### config.mk
export PLATFORM = sky130hd
export DESIGN_NAME = jtcps_video_timing_flat
export DESIGN_NICKNAME = d
export VERILOG_FILES = /design/src/rtl/jtcps_timing_pkg.sv /design/src/rtl/jtcps_video_timing_if.sv /design/src/rtl/jtcps_wrap_cnt.sv /design/src/rtl/jtcps_video_timing.sv /design/src/flat_wrapper.sv
export SDC_FILE = /design/constraint.sdc
export NUM_CORES = 1
export LEC_CHECK = 0
export ABC_AREA = 0
export CORE_MARGIN = 3
export CORE_UTILIZATION = 45
export DETAILED_ROUTE_END_ITERATION = 10
export PLACE_DENSITY = 0.68
export REMOVE_ABC_BUFFERS = 1
export SYNTH_ARGS = -nofsm -noshare
export SYNTH_HDL_FRONTEND = slang
export SYNTH_SLANG_ARGS = --single-unit
### constraint.sdc
create_clock -name clk -period 9.1 [get_ports clk]
set_input_delay 1.82 -clock clk [delete_from_list [all_inputs] [get_ports clk]]
set_output_delay 1.82 -clock clk [all_outputs]
set_load 0.1 [all_outputs]
### src/rtl/jtcps_timing_pkg.sv
// Shared definitions for the CPS raster timing generator.
// Holds the default CPS geometry (pixels per line, lines per frame,
// active area and sync windows) plus typedefs for the default pixel and
// line counter widths. There are no ports; every other file in the slice
// imports this package.
package jtcps_timing_pkg;

  // Default counter widths
  localparam int CPS_HW = 9;
  localparam int CPS_VW = 9;

  // Horizontal geometry, in pixels
  localparam int CPS_HTOTAL = 512;
  localparam int CPS_HACT   = 384;
  localparam int CPS_HS_ST  = 416;
  localparam int CPS_HS_END = 452;

  // Vertical geometry, in lines (even field)
  localparam int CPS_VTOTAL = 262;
  localparam int CPS_VACT   = 224;
  localparam int CPS_VS_ST  = 236;
  localparam int CPS_VS_END = 239;

  typedef logic [CPS_HW-1:0] cps_hcnt_t;
  typedef logic [CPS_VW-1:0] cps_vcnt_t;

endpackage

### src/rtl/jtcps_video_timing_if.sv
// Raster timing bundle seen by the DMA, scroll, object and colour-mix units.
// Parameters: HW (pixel counter width), VW (line counter width).
// Signals: hdump, vdump, vrender, vrender1, start, HB, VB, HS, VS, preVB,
// field.
// Modports: master (the timing generator drives everything), slave (the
// consumers only read).
//
// Handshake semantics: there is no valid/ready pair. Every signal is
// registered and valid on every clk cycle. Counters and levels advance only
// on clk edges where the generator's pxl_cen is high. start is the one
// exception: it is a strobe that is high for exactly one clk after the edge
// on which hdump becomes 0, and consumers should qualify it with nothing
// else.
interface jtcps_video_timing_if
  import jtcps_timing_pkg::*;
#(
  parameter int HW = CPS_HW,
  parameter int VW = CPS_VW
);
  logic [HW-1:0] hdump;
  logic [VW-1:0] vdump;
  logic [VW-1:0] vrender;
  logic [VW-1:0] vrender1;
  logic          start;
  logic          HB;
  logic          VB;
  logic          HS;
  logic          VS;
  logic          preVB;
  logic          field;

  modport master (
    output hdump, vdump, vrender, vrender1, start,
    output HB, VB, HS, VS, preVB, field
  );

  modport slave (
    input hdump, vdump, vrender, vrender1, start,
    input HB, VB, HS, VS, preVB, field
  );
endinterface

### src/rtl/jtcps_wrap_cnt.sv
// Enabled modulo counter with a runtime limit.
// Parameters: W (counter width), RST_VAL (value loaded by reset).
// Ports:
//   clk, rstn  clock and asynchronous active-low reset
//   en         advance by one on this clk edge
//   limit      last value before wrapping back to 0
//   cnt        current count
//   cnt_nxt    value cnt takes on the next clk edge (for look-ahead decode)
//   tc         terminal count, high while cnt == limit
module jtcps_wrap_cnt
  import jtcps_timing_pkg::*;
#(
  parameter int             W       = CPS_HW,
  parameter logic [W-1:0]   RST_VAL = '0
)(
  input  logic         clk,
  input  logic         rstn,
  input  logic         en,
  input  logic [W-1:0] limit,
  output logic [W-1:0] cnt,
  output logic [W-1:0] cnt_nxt,
  output logic         tc
);

  assign tc = (cnt == limit);

  always_comb begin
    cnt_nxt = cnt;
    if (en) begin
      cnt_nxt = tc ? '0 : cnt + W'(1);
    end
  end

  always_ff @(posedge clk or negedge rstn) begin
    if (!rstn) begin
      cnt <= RST_VAL;
    end else begin
      cnt <= cnt_nxt;
    end
  end

endmodule

### src/rtl/jtcps_video_timing.sv
// Parametrised CPS raster timing generator.
// Produces pixel/line dump counters, render look-ahead lines, blanking,
// sync, line-start strobe and interlace field, all advancing on pxl_cen.
// Ports:
//   clk      system clock
//   rstn     asynchronous reset, active low
//   pxl_cen  pixel clock enable
//   vid      jtcps_video_timing_if.master, carries all timing outputs; the
//            interface instance must use the same HW/VW as this module
// Optional feature: define JTCPS_TIMING_INTERLACE_EN to toggle field every
// frame, lengthen odd fields by one line and delay odd-field VS start by
// HS_ST/2 pixels. Without it field stays 0 and every frame is VTOTAL lines.
module jtcps_video_timing
  import jtcps_timing_pkg::*;
#(
  parameter int HW     = CPS_HW,
  parameter int VW     = CPS_VW,
  parameter int HTOTAL = CPS_HTOTAL,
  parameter int HACT   = CPS_HACT,
  parameter int HS_ST  = CPS_HS_ST,
  parameter int HS_END = CPS_HS_END,
  parameter int VTOTAL = CPS_VTOTAL,
  parameter int VACT   = CPS_VACT,
  parameter int VS_ST  = CPS_VS_ST,
  parameter int VS_END = CPS_VS_END
)(
  input  logic clk,
  input  logic rstn,
  input  logic pxl_cen,
  jtcps_video_timing_if.master vid
);

  localparam logic [HW-1:0] H_LAST      = HW'(HTOTAL - 1);
  localparam logic [VW-1:0] V_LAST_EVEN = VW'(VTOTAL - 1);
  localparam logic [VW-1:0] V_RST       = VW'(VACT);
`ifdef JTCPS_TIMING_INTERLACE_EN
  localparam logic [VW-1:0] V_LAST_ODD  = VW'(VTOTAL);
`endif

  localparam bit GEOM_OK = (HACT < HS_ST) && (HS_ST < HS_END) &&
                           (HS_END <= HTOTAL) &&
                           (VACT < VS_ST) && (VS_ST < VS_END) &&
                           (VS_END <= VTOTAL) &&
                           (VTOTAL + 1 < (1 << VW)) &&
                           (HTOTAL <= (1 << HW));

  geom_legal: assert property (@(posedge clk) GEOM_OK);

  logic [HW-1:0] h_cnt, h_nxt;
  logic          h_tc, h_wrap;
  logic [VW-1:0] v_cnt, v_nxt, v_last, v_last_nxt;
  logic          v_tc, v_wrap;
  logic          field_r, field_nxt;
  logic [VW-1:0] vr_nxt, vr1_nxt;
  logic          hb_nxt, hs_nxt, vb_nxt, vs_nxt, prevb_nxt;

  logic [VW-1:0] vrender_r, vrender1_r;
  logic          start_r, hb_r, vb_r, hs_r, vs_r, prevb_r;

  jtcps_wrap_cnt #(.W(HW), .RST_VAL('0)) u_hcnt (
    .clk     (clk),
    .rstn    (rstn),
    .en      (pxl_cen),
    .limit   (H_LAST),
    .cnt     (h_cnt),
    .cnt_nxt (h_nxt),
    .tc      (h_tc)
  );

  assign h_wrap = pxl_cen & h_tc;

  jtcps_wrap_cnt #(.W(VW), .RST_VAL(V_RST)) u_vcnt (
    .clk     (clk),
    .rstn    (rstn),
    .en      (h_wrap),
    .limit   (v_last),
    .cnt     (v_cnt),
    .cnt_nxt (v_nxt),
    .tc      (v_tc)
  );

  assign v_wrap = h_wrap & v_tc;

  // v_last follows the field being scanned now; v_last_nxt follows the field
  // that will be in force after this edge, so the look-ahead lines wrap at
  // the right place straight after a field change.
`ifdef JTCPS_TIMING_INTERLACE_EN
  assign field_nxt  = v_wrap ? ~field_r : field_r;
  assign v_last     = field_r   ? V_LAST_ODD : V_LAST_EVEN;
  assign v_last_nxt = field_nxt ? V_LAST_ODD : V_LAST_EVEN;
`else
  assign field_nxt  = 1'b0;
  assign v_last     = V_LAST_EVEN;
  assign v_last_nxt = V_LAST_EVEN;
`endif

  // Modular successors of the next line within the next field length.
  always_comb begin
    vr_nxt  = v_nxt + VW'(1);
    vr1_nxt = v_nxt + VW'(2);
    if (v_nxt == v_last_nxt) begin
      vr_nxt  = '0;
      vr1_nxt = VW'(1);
    end else if (vr_nxt == v_last_nxt) begin
      vr1_nxt = '0;
    end
  end

  // Levels are decoded from the next counter values so that, once
  // registered, they line up with hdump/vdump on the same cycle.
  always_comb begin
    hb_nxt    = int'(h_nxt) >= HACT;
    hs_nxt    = (int'(h_nxt) >= HS_ST) && (int'(h_nxt) < HS_END);
    vb_nxt    = int'(v_nxt) >= VACT;
    prevb_nxt = int'(vr_nxt) >= VACT;
    vs_nxt    = (int'(v_nxt) >= VS_ST) && (int'(v_nxt) < VS_END);
`ifdef JTCPS_TIMING_INTERLACE_EN
    // Odd fields: first VS line only starts at column HS_ST/2.
    if (field_nxt && (int'(v_nxt) == VS_ST) && (int'(h_nxt) < HS_ST / 2)) begin
      vs_nxt = 1'b0;
    end
`endif
  end

  always_ff @(posedge clk or negedge rstn) begin
    if (!rstn) begin
      start_r    <= 1'b0;
      field_r    <= 1'b0;
      vrender_r  <= VW'(VACT + 1);
      vrender1_r <= VW'(VACT + 2);
      hb_r       <= 1'b0;
      vb_r       <= 1'b1;
      hs_r       <= 1'b0;
      vs_r       <= 1'b0;
      prevb_r    <= 1'b1;
    end else begin
      // start drops on the following clk whether or not pxl_cen is high.
      start_r <= h_wrap;
      if (pxl_cen) begin
        field_r    <= field_nxt;
        vrender_r  <= vr_nxt;
        vrender1_r <= vr1_nxt;
        hb_r       <= hb_nxt;
        vb_r       <= vb_nxt;
        hs_r       <= hs_nxt;
        vs_r       <= vs_nxt;
        prevb_r    <= prevb_nxt;
      end
    end
  end

  assign vid.hdump    = h_cnt;
  assign vid.vdump    = v_cnt;
  assign vid.vrender  = vrender_r;
  assign vid.vrender1 = vrender1_r;
  assign vid.start    = start_r;
  assign vid.HB       = hb_r;
  assign vid.VB       = vb_r;
  assign vid.HS       = hs_r;
  assign vid.VS       = vs_r;
  assign vid.preVB    = prevb_r;
  assign vid.field    = field_r;

endmodule

### src/flat_wrapper.sv
// flat-port wrapper written by rule: the top's interface ports become plain ports
module jtcps_video_timing_flat import jtcps_timing_pkg::*;
#(
  parameter int HW     = CPS_HW,
  parameter int VW     = CPS_VW,
  parameter int HTOTAL = CPS_HTOTAL,
  parameter int HACT   = CPS_HACT,
  parameter int HS_ST  = CPS_HS_ST,
  parameter int HS_END = CPS_HS_END,
  parameter int VTOTAL = CPS_VTOTAL,
  parameter int VACT   = CPS_VACT,
  parameter int VS_ST  = CPS_VS_ST,
  parameter int VS_END = CPS_VS_END
)
  (clk, rstn, pxl_cen, vid_hdump, vid_vdump, vid_vrender, vid_vrender1, vid_start, vid_HB, vid_VB, vid_HS, vid_VS, vid_preVB, vid_field);
  jtcps_video_timing_if #(.HW(HW), .VW(VW)) vid_i ();
  input  logic clk;
  input  logic rstn;
  input  logic pxl_cen;
  output wire logic [$bits(vid_i.hdump)-1:0] vid_hdump;
  output wire logic [$bits(vid_i.vdump)-1:0] vid_vdump;
  output wire logic [$bits(vid_i.vrender)-1:0] vid_vrender;
  output wire logic [$bits(vid_i.vrender1)-1:0] vid_vrender1;
  output wire logic [$bits(vid_i.start)-1:0] vid_start;
  output wire logic [$bits(vid_i.HB)-1:0] vid_HB;
  output wire logic [$bits(vid_i.VB)-1:0] vid_VB;
  output wire logic [$bits(vid_i.HS)-1:0] vid_HS;
  output wire logic [$bits(vid_i.VS)-1:0] vid_VS;
  output wire logic [$bits(vid_i.preVB)-1:0] vid_preVB;
  output wire logic [$bits(vid_i.field)-1:0] vid_field;
  assign vid_hdump = vid_i.hdump;
  assign vid_vdump = vid_i.vdump;
  assign vid_vrender = vid_i.vrender;
  assign vid_vrender1 = vid_i.vrender1;
  assign vid_start = vid_i.start;
  assign vid_HB = vid_i.HB;
  assign vid_VB = vid_i.VB;
  assign vid_HS = vid_i.HS;
  assign vid_VS = vid_i.VS;
  assign vid_preVB = vid_i.preVB;
  assign vid_field = vid_i.field;
  jtcps_video_timing #(.HW(HW), .VW(VW), .HTOTAL(HTOTAL), .HACT(HACT), .HS_ST(HS_ST), .HS_END(HS_END), .VTOTAL(VTOTAL), .VACT(VACT), .VS_ST(VS_ST), .VS_END(VS_END)) u_core (.clk(clk), .rstn(rstn), .pxl_cen(pxl_cen), .vid(vid_i));
endmodule
==> flow_metrics.tcl, run 1 <==
set metrics [dict create \
    outcome "complete, no violations" \
    grt_pass1_wl_um 9310 \
    rrSetupSlack_ns 4.81 \
    r2r_start "u_core.u_hcnt.cnt[0]$_DFF_PN0_" \
    crit_slowest_cell "a2111oi_4" \
    avgSynthCellArea_um2 9.85 \
    synth_cell_types 52 \
    hpwl_um 3840 \
    p_leak_nw 1.26 \
    synthAdderAreaFrac_pct 4.18 \
    synth_top_family_by_area "simple AND/OR/NAND/NOR gates" \
    clk_pin_slew_ns 0.08 \
    finalInstanceArea_um2 2960 \
    fin_setup_tns_ns 0 \
    fp.dieW_um 78.9 \
    diodes 0 \
    seq_area_um2 1070 \
    cts_inserted_buffers 5 \
    syn_to_final_growth_pct 23.6 \
    die-area_um2 6230 \
    synth_edf_count 0 \
    preCtsSetupSlack_ns 3.97 \
    path_cells "clkdlybuf4s50_1 > buf_4 > nand2_1 > a211oi_1 > a21oi_1 > inv_1 > ha_1 > nand3_1 > or2_1 > or3_4 > a2111oi_4 > o41ai_1" \
    grt.overflow.total 0 \
    antenna_found_initial 0 \
    dr.pass1.iters 4 \
    routed_wl_um 5360 \
    cp_slowest_stage_delay_ns 0.51 \
    ios 46 \
    crit_path_end_kind "register" \
    drt-initial-drc-count 133 \
    multi_input_area_um2 1190 \
    syn_inst 243 \
    post-cts-setup-buffers 0 \
    setup_viol 0 \
    vias 1893 \
    muxShareOfSynthArea_pct 4.55 \
    layout-drive-gt1-share_pct 14.0 \
    yosys_warnings 0 \
    slew_headroom_pct 34.9 \
    worst_ep_required_time_ns 9.25 \
    period_needed_ns 4.82 \
    grt_pass1_vias 1817 \
    fmax_mhz 208 \
    rsz0062_at_grt "false" \
    ant_nets 0 \
    wl_per_cell_um 15.2 \
    place_area_um2 2870 \
    crit_fanout 37 \
    netlist_area_um2 2390 \
    clock-sinks 42 \
    fin_ws_ns 4.28 \
    holdBufCountCts 0 \
    cts_tree "built" \
    vias_per_cell 5.36 \
    clock_skew_ns 0.0108 \
    period_share_pct 53.0 \
    synth-xor-area-share_pct 5.44 \
    io_buffers 44 \
    async_flop_share_pct 100 \
    hold_violations 0 \
    synth_compound_area_share_pct 15.8 \
    coreArea_um2 4940 \
    crit_arrival_ns 4.97 \
    peakVddDrop_mv 0.146 \
    clockBufferDepth 2 \
    r2r-end "u_core.vid.vrender1[4]$_DFFE_PN0P_" \
    cts_root_buf "clkbuf_8" \
    synth_top_flop_cell "dfrtp_1" \
    ys_seq_area_share_pct 44.6 \
    hold_class "register to register" \
    critical_path_class "input port to register" \
    grt_max_degree 43 \
    initial_utilization_pct 48.4 \
    synthSimpleGateAreaFrac_pct 19.6 \
    critPathLaunch "pxl_cen" \
    ys_seq_elements 42 \
    routabilityCongestion 0.862 \
    drc 0 \
    finalMaxSlewViolations 0 \
    clk_latency_ns 0.30 \
    cp-start-kind "input port" \
    reg2reg_depth 16 \
    num_rows 25 \
    tightest_slew_ns 0.973 \
    cts-resized-gates 0 \
    final_nets 296 \
    die_h_um 78.9 \
    maxCapViolCount 0 \
    utilization_pct 59.8 \
    grtUsageTotal_pct 19.1 \
    power_density_nw_per_um2 186 \
    cp-endpoint "u_core.vid.vrender1[4]$_DFFE_PN0P_" \
    n_fill_cell 466 \
    cts_max_level 2 \
]
power by group:
group	total, mW	internal (mW)	leakage, nW	switching, mW
clock	0.125	0.0612	0.0482	0.0642
combinational	0.201	0.0464	0.695	0.155
sequential	0.223	0.204	0.514	0.0188
total	0.549	0.311	1.26	0.238
per-stage QoR:
step	hold WS, ns	cells	total power [mW]
finish	0.482	353	0.549
floorplan	0.686	233	0.377
global placement	0.468	345	0.428
global route	0.509	353	0.574
detailed placement	0.472	345	0.428
CTS	0.489	353	0.553
cell type report:
cell class              count  area share [%]
inverters                  22            2.79
well taps                  67            2.83
multi-input cells         169            40.2
clock inverters             1           0.169
flip-flops and latches     42            36.1
clock buffers               7            2.92
repair buffers             45            15.0
flip-flops by register name, indices dropped and copies added, names as in the netlist:
signal,flops
u_core.u_hcnt.cnt,9
u_core.u_vcnt.cnt,9
u_core.vid.vrender1,9
u_core.vid.vrender,9
u_core.vid.HB,1
u_core.vid.HS,1
u_core.vid.VB,1
u_core.vid.VS,1
u_core.vid.preVB,1
u_core.vid.start,1
worst min path at each step:
stage / cells past startpoint / endpoint / start / slack (ns)
4_1_cts: 2 / u_core.vid.VB$_DFFE_PN1P_ / u_core.vid.VB$_DFFE_PN1P_ / 0.49
3_3_place_gp: 2 / u_core.vid.vrender1[2]$_DFFE_PN0P_ / u_core.vid.vrender1[2]$_DFFE_PN0P_ / 0.47
2_1_floorplan: 2 / u_core.vid.vrender[0]$_DFFE_PN1P_ / u_core.vid.vrender[0]$_DFFE_PN1P_ / 0.69
5_1_grt: 1 / u_core.vid.HS$_DFFE_PN0P_ / u_core.vid.HS$_DFFE_PN0P_ / 0.51
3_5_place_dp: 2 / u_core.vid.vrender1[1]$_DFFE_PN1P_ / u_core.vid.vrender1[1]$_DFFE_PN1P_ / 0.47
6_report: 2 / u_core.vid.vrender[0]$_DFFE_PN1P_ / u_core.vid.vrender[0]$_DFFE_PN1P_ / 0.48
cells by family (layout without fill, tap and decap cells):
kind of cell	Yosys count	after routing
AND/OR/NAND/NOR	84	84
other	1	1
adder cells (fa/ha/maj)	8	8
XOR/XNOR	14	14
flip-flops	42	42
multiplexers	10	10
buffers and inverters	32	75
AO/OA/AOI/OAI	52	52
cells in the mapped netlist (all sizes together), types with 4 or more instances:
cell | count | area [µm²]
a31oi | 4 | 25.0
buf | 7 | 42.5
o21ai | 15 | 75.1
and2 | 4 | 25.0
ha | 8 | 100
nand3 | 16 | 92.6
nor4 | 6 | 37.5
xnor2 | 13 | 121
and3 | 8 | 50.1
nand2 | 18 | 67.6
a21oi | 7 | 35.0
dfstp | 13 | 342
mux2 | 7 | 78.8
dfrtp | 29 | 726
o2bb2ai | 5 | 50.0
nor2 | 15 | 56.3
inv | 22 | 82.6
nor3 | 5 | 36.3
cells in the final DEF, fill, tap and decap left out, types with 6 or more instances in the layout:
| master | count |
|---|---|
| clkdlybuf4s50_1 | 43 |
| dfrtp_1 | 29 |
| inv_1 | 22 |
| nand2_1 | 18 |
| nor2_1 | 15 |
| nand3_1 | 15 |
| o21ai_0 | 13 |
| dfstp_2 | 13 |
| xnor2_1 | 12 |
| and3_1 | 8 |
| ha_1 | 8 |
| a21oi_1 | 7 |
| mux2_2 | 7 |
| nor4_1 | 6 |
| clkbuf_8 | 6 |
metal layers:
metal	global-route usage [%]	share of wire (%)	up-vias	wire length, µm
met5	0	0	-	0
met4	5.15	1.2	0	65
met3	4.31	5.2	6	277
met2	28.2	44	51	2360
met1	28.3	50	888	2650
li1	-	-	948	-
worst max-delay path: cells and delay by family:
| family | cells | cell delay (ns) |
|---|---|---|
| AOI/OAI and AO/OA | 4 | 1.10 |
| buffers and inverters | 3 | 0.98 |
| and+or+nand+nor | 4 | 0.89 |
| adders and majority gates | 1 | 0.18 |
No activity file was read; power rests on OpenSTA's default activity.
==> run 2: changes to the inputs <==
==> constraint.sdc (replaced) <==
create_clock -name clk -period 4.87 [get_ports clk]
set_input_delay 0.974 -clock clk [delete_from_list [all_inputs] [get_ports clk]]
set_output_delay 0.974 -clock clk [all_outputs]
set_load 0.1 [all_outputs]
==> flow_metrics.tcl, run 2 (synthesis results as in run 1) <==
set metrics [dict create \
    worst_ep_required_time_ns 5.03 \
    preCtsSetupSlack_ns 0.635 \
    final_common_cell "clkdlybuf4s50_1" \
    crit_fanout 12 \
    layout-drive-gt1-share_pct 14.2 \
    crit_arrival_ns 4.43 \
    place_area_um2 2880 \
    hpwl_um 4060 \
    reg2reg_depth 16 \
    coreArea_um2 4940 \
    rrSetupSlack_ns 0.60 \
    grt_pass1_vias 1849 \
    utilization_pct 60.0 \
    routed_wl_um 5490 \
    cts_root_buf "clkbuf_8" \
    hp-start "u_core.vid.vrender[0]$_DFFE_PN1P_" \
    cp-start-kind "register" \
    drc 0 \
    vias 1954 \
    diodes 0 \
    power.total_mw 1.02 \
    grt_max_degree 43 \
    tightest_slew_ns 0.976 \
    clockBufferDepth 2 \
    grt.overflow.total 0 \
    period_needed_ns 4.27 \
    die_h_um 78.9 \
    final_cell_mix "clkdlybuf4s50_1, dfrtp_1, inv_1" \
    fp.dieW_um 78.9 \
    ant_nets 0 \
    io_buffers 44 \
    peakVddDrop_mv 0.341 \
    fmax_mhz 234 \
    initial_utilization_pct 48.4 \
    clk_pin_slew_ns 0.08 \
    setup_viol 0 \
    antenna_found_initial 0 \
    wl_per_cell_um 15.5 \
    cp-endpoint "u_core.vid.vrender1[8]$_DFFE_PN0P_" \
    final_nets 298 \
    grtUsageTotal_pct 19.1 \
    r2r_start "u_core.u_hcnt.cnt[0]$_DFF_PN0_" \
    slew_headroom_pct 34.8 \
    cts_tree "built" \
    fin_ws_ns 0.604 \
    period_share_pct 87.6 \
    hold_class "register to register" \
    crit_path_end_kind "register" \
    p_leak_nw 1.26 \
    fin_cells 355 \
    vias_per_cell 5.50 \
    finalInstanceArea_um2 2970 \
    num_rows 25 \
    r2r-end "u_core.vid.vrender1[8]$_DFFE_PN0P_" \
    syn_to_final_growth_pct 23.9 \
    post-cts-setup-buffers 0 \
    routabilityCongestion 0.891 \
    drt-initial-drc-count 142 \
    critPathLaunch "u_core.u_hcnt.cnt[0]$_DFF_PN0_" \
    cts-resized-gates 0 \
    dr.pass1.iters 4 \
    whs_ns 0.478 \
    die-area_um2 6230 \
    ios 46 \
    clk_latency_ns 0.30 \
    rsz0062_at_grt "false" \
    clock-sinks 42 \
    clock_skew_ns 0.0105 \
    power_density_nw_per_um2 344 \
    outcome "complete, no violations" \
    place_inst 347 \
    grt_pass1_wl_um 9350 \
    maxCapViolCount 0 \
    holdBufCountCts 0 \
    hold_violations 0 \
    critical_path_class "register to register" \
    cts_inserted_buffers 5 \
    cts_max_level 2 \
    finalMaxSlewViolations 0 \
    fin_setup_tns_ns 0 \
]
-- run 2: cell types whose count changed in the layout (fill, tap and decap cells not counted), sizes merged --
cell,change
buf,+2
clkinv,-1
clkinvlp,+1
-- run 2: worst min-delay path by stage --
stage	cells after the start	end	slack, ns
3_3_place_gp	2	u_core.vid.VS$_DFFE_PN0P_	0.47
6_report	2	u_core.vid.vrender[0]$_DFFE_PN1P_	0.48
3_5_place_dp	2	u_core.vid.vrender1[2]$_DFFE_PN0P_	0.46
2_1_floorplan	0	u_core.u_hcnt.cnt[0]$_DFF_PN0_	0.68
5_1_grt	2	u_core.vid.vrender1[1]$_DFFE_PN1P_	0.51
4_1_cts	2	u_core.vid.vrender[0]$_DFFE_PN1P_	0.48
-- run 2: area by class of cell --
type | count | area, µm²
inverters | 22 | 82.6
flip-flops and latches | 42 | 1070
clock buffers | 7 | 76.3
clock inverters | 1 | 7.51
multi-input cells | 169 | 1190
fillers | 447 | 1980
well taps | 67 | 83.8
repair buffers | 47 | 458
-- run 2: power breakdown --
part	internal [mW]	leakage (nW)	switching [mW]
Clock	0.102	0.0385	0.120
Sequential	0.381	0.514	0.0366
Combinational	0.0876	0.704	0.293
-- run 2: worst max-delay path, stage by stage, from the launching register on --
cell and delay (ns):
dfrtp_1 0.43, ha_1 0.24, and3_1 0.21, and3_1 0.21
and3_1 0.19, ha_1 0.33, nand2_1 0.19, inv_1 0.14
a21oi_1 0.29, nand2_1 0.17, inv_1 0.14, ha_1 0.18
nand3_1 0.09, or2_1 0.25, or3_4 0.39, a2111oi_4 0.51
o32ai_1 0.16
-- run 2: per-layer routing --
metal | track usage [%] | share of wire, % | vias up
li1 | - | - | 953
met2 | 29.3 | 46 | 63
met1 | 27.5 | 47 | 930
met3 | 3.51 | 5.6 | 8
met4 | 6.19 | 1.4 | 0
met5 | 0 | 0 | -
==> run 3: changes to the inputs <==
--- a/config.mk
+++ b/config.mk
@@ -5,7 +5,6 @@
 export SDC_FILE = /design/constraint.sdc
 export NUM_CORES = 1
 export LEC_CHECK = 0
-export ABC_AREA = 0
 export CORE_MARGIN = 3
 export CORE_UTILIZATION = 45
 export DETAILED_ROUTE_END_ITERATION = 10
==> results of run 3 <==
Final layout, timing and power as in run 2 (identical DEF).
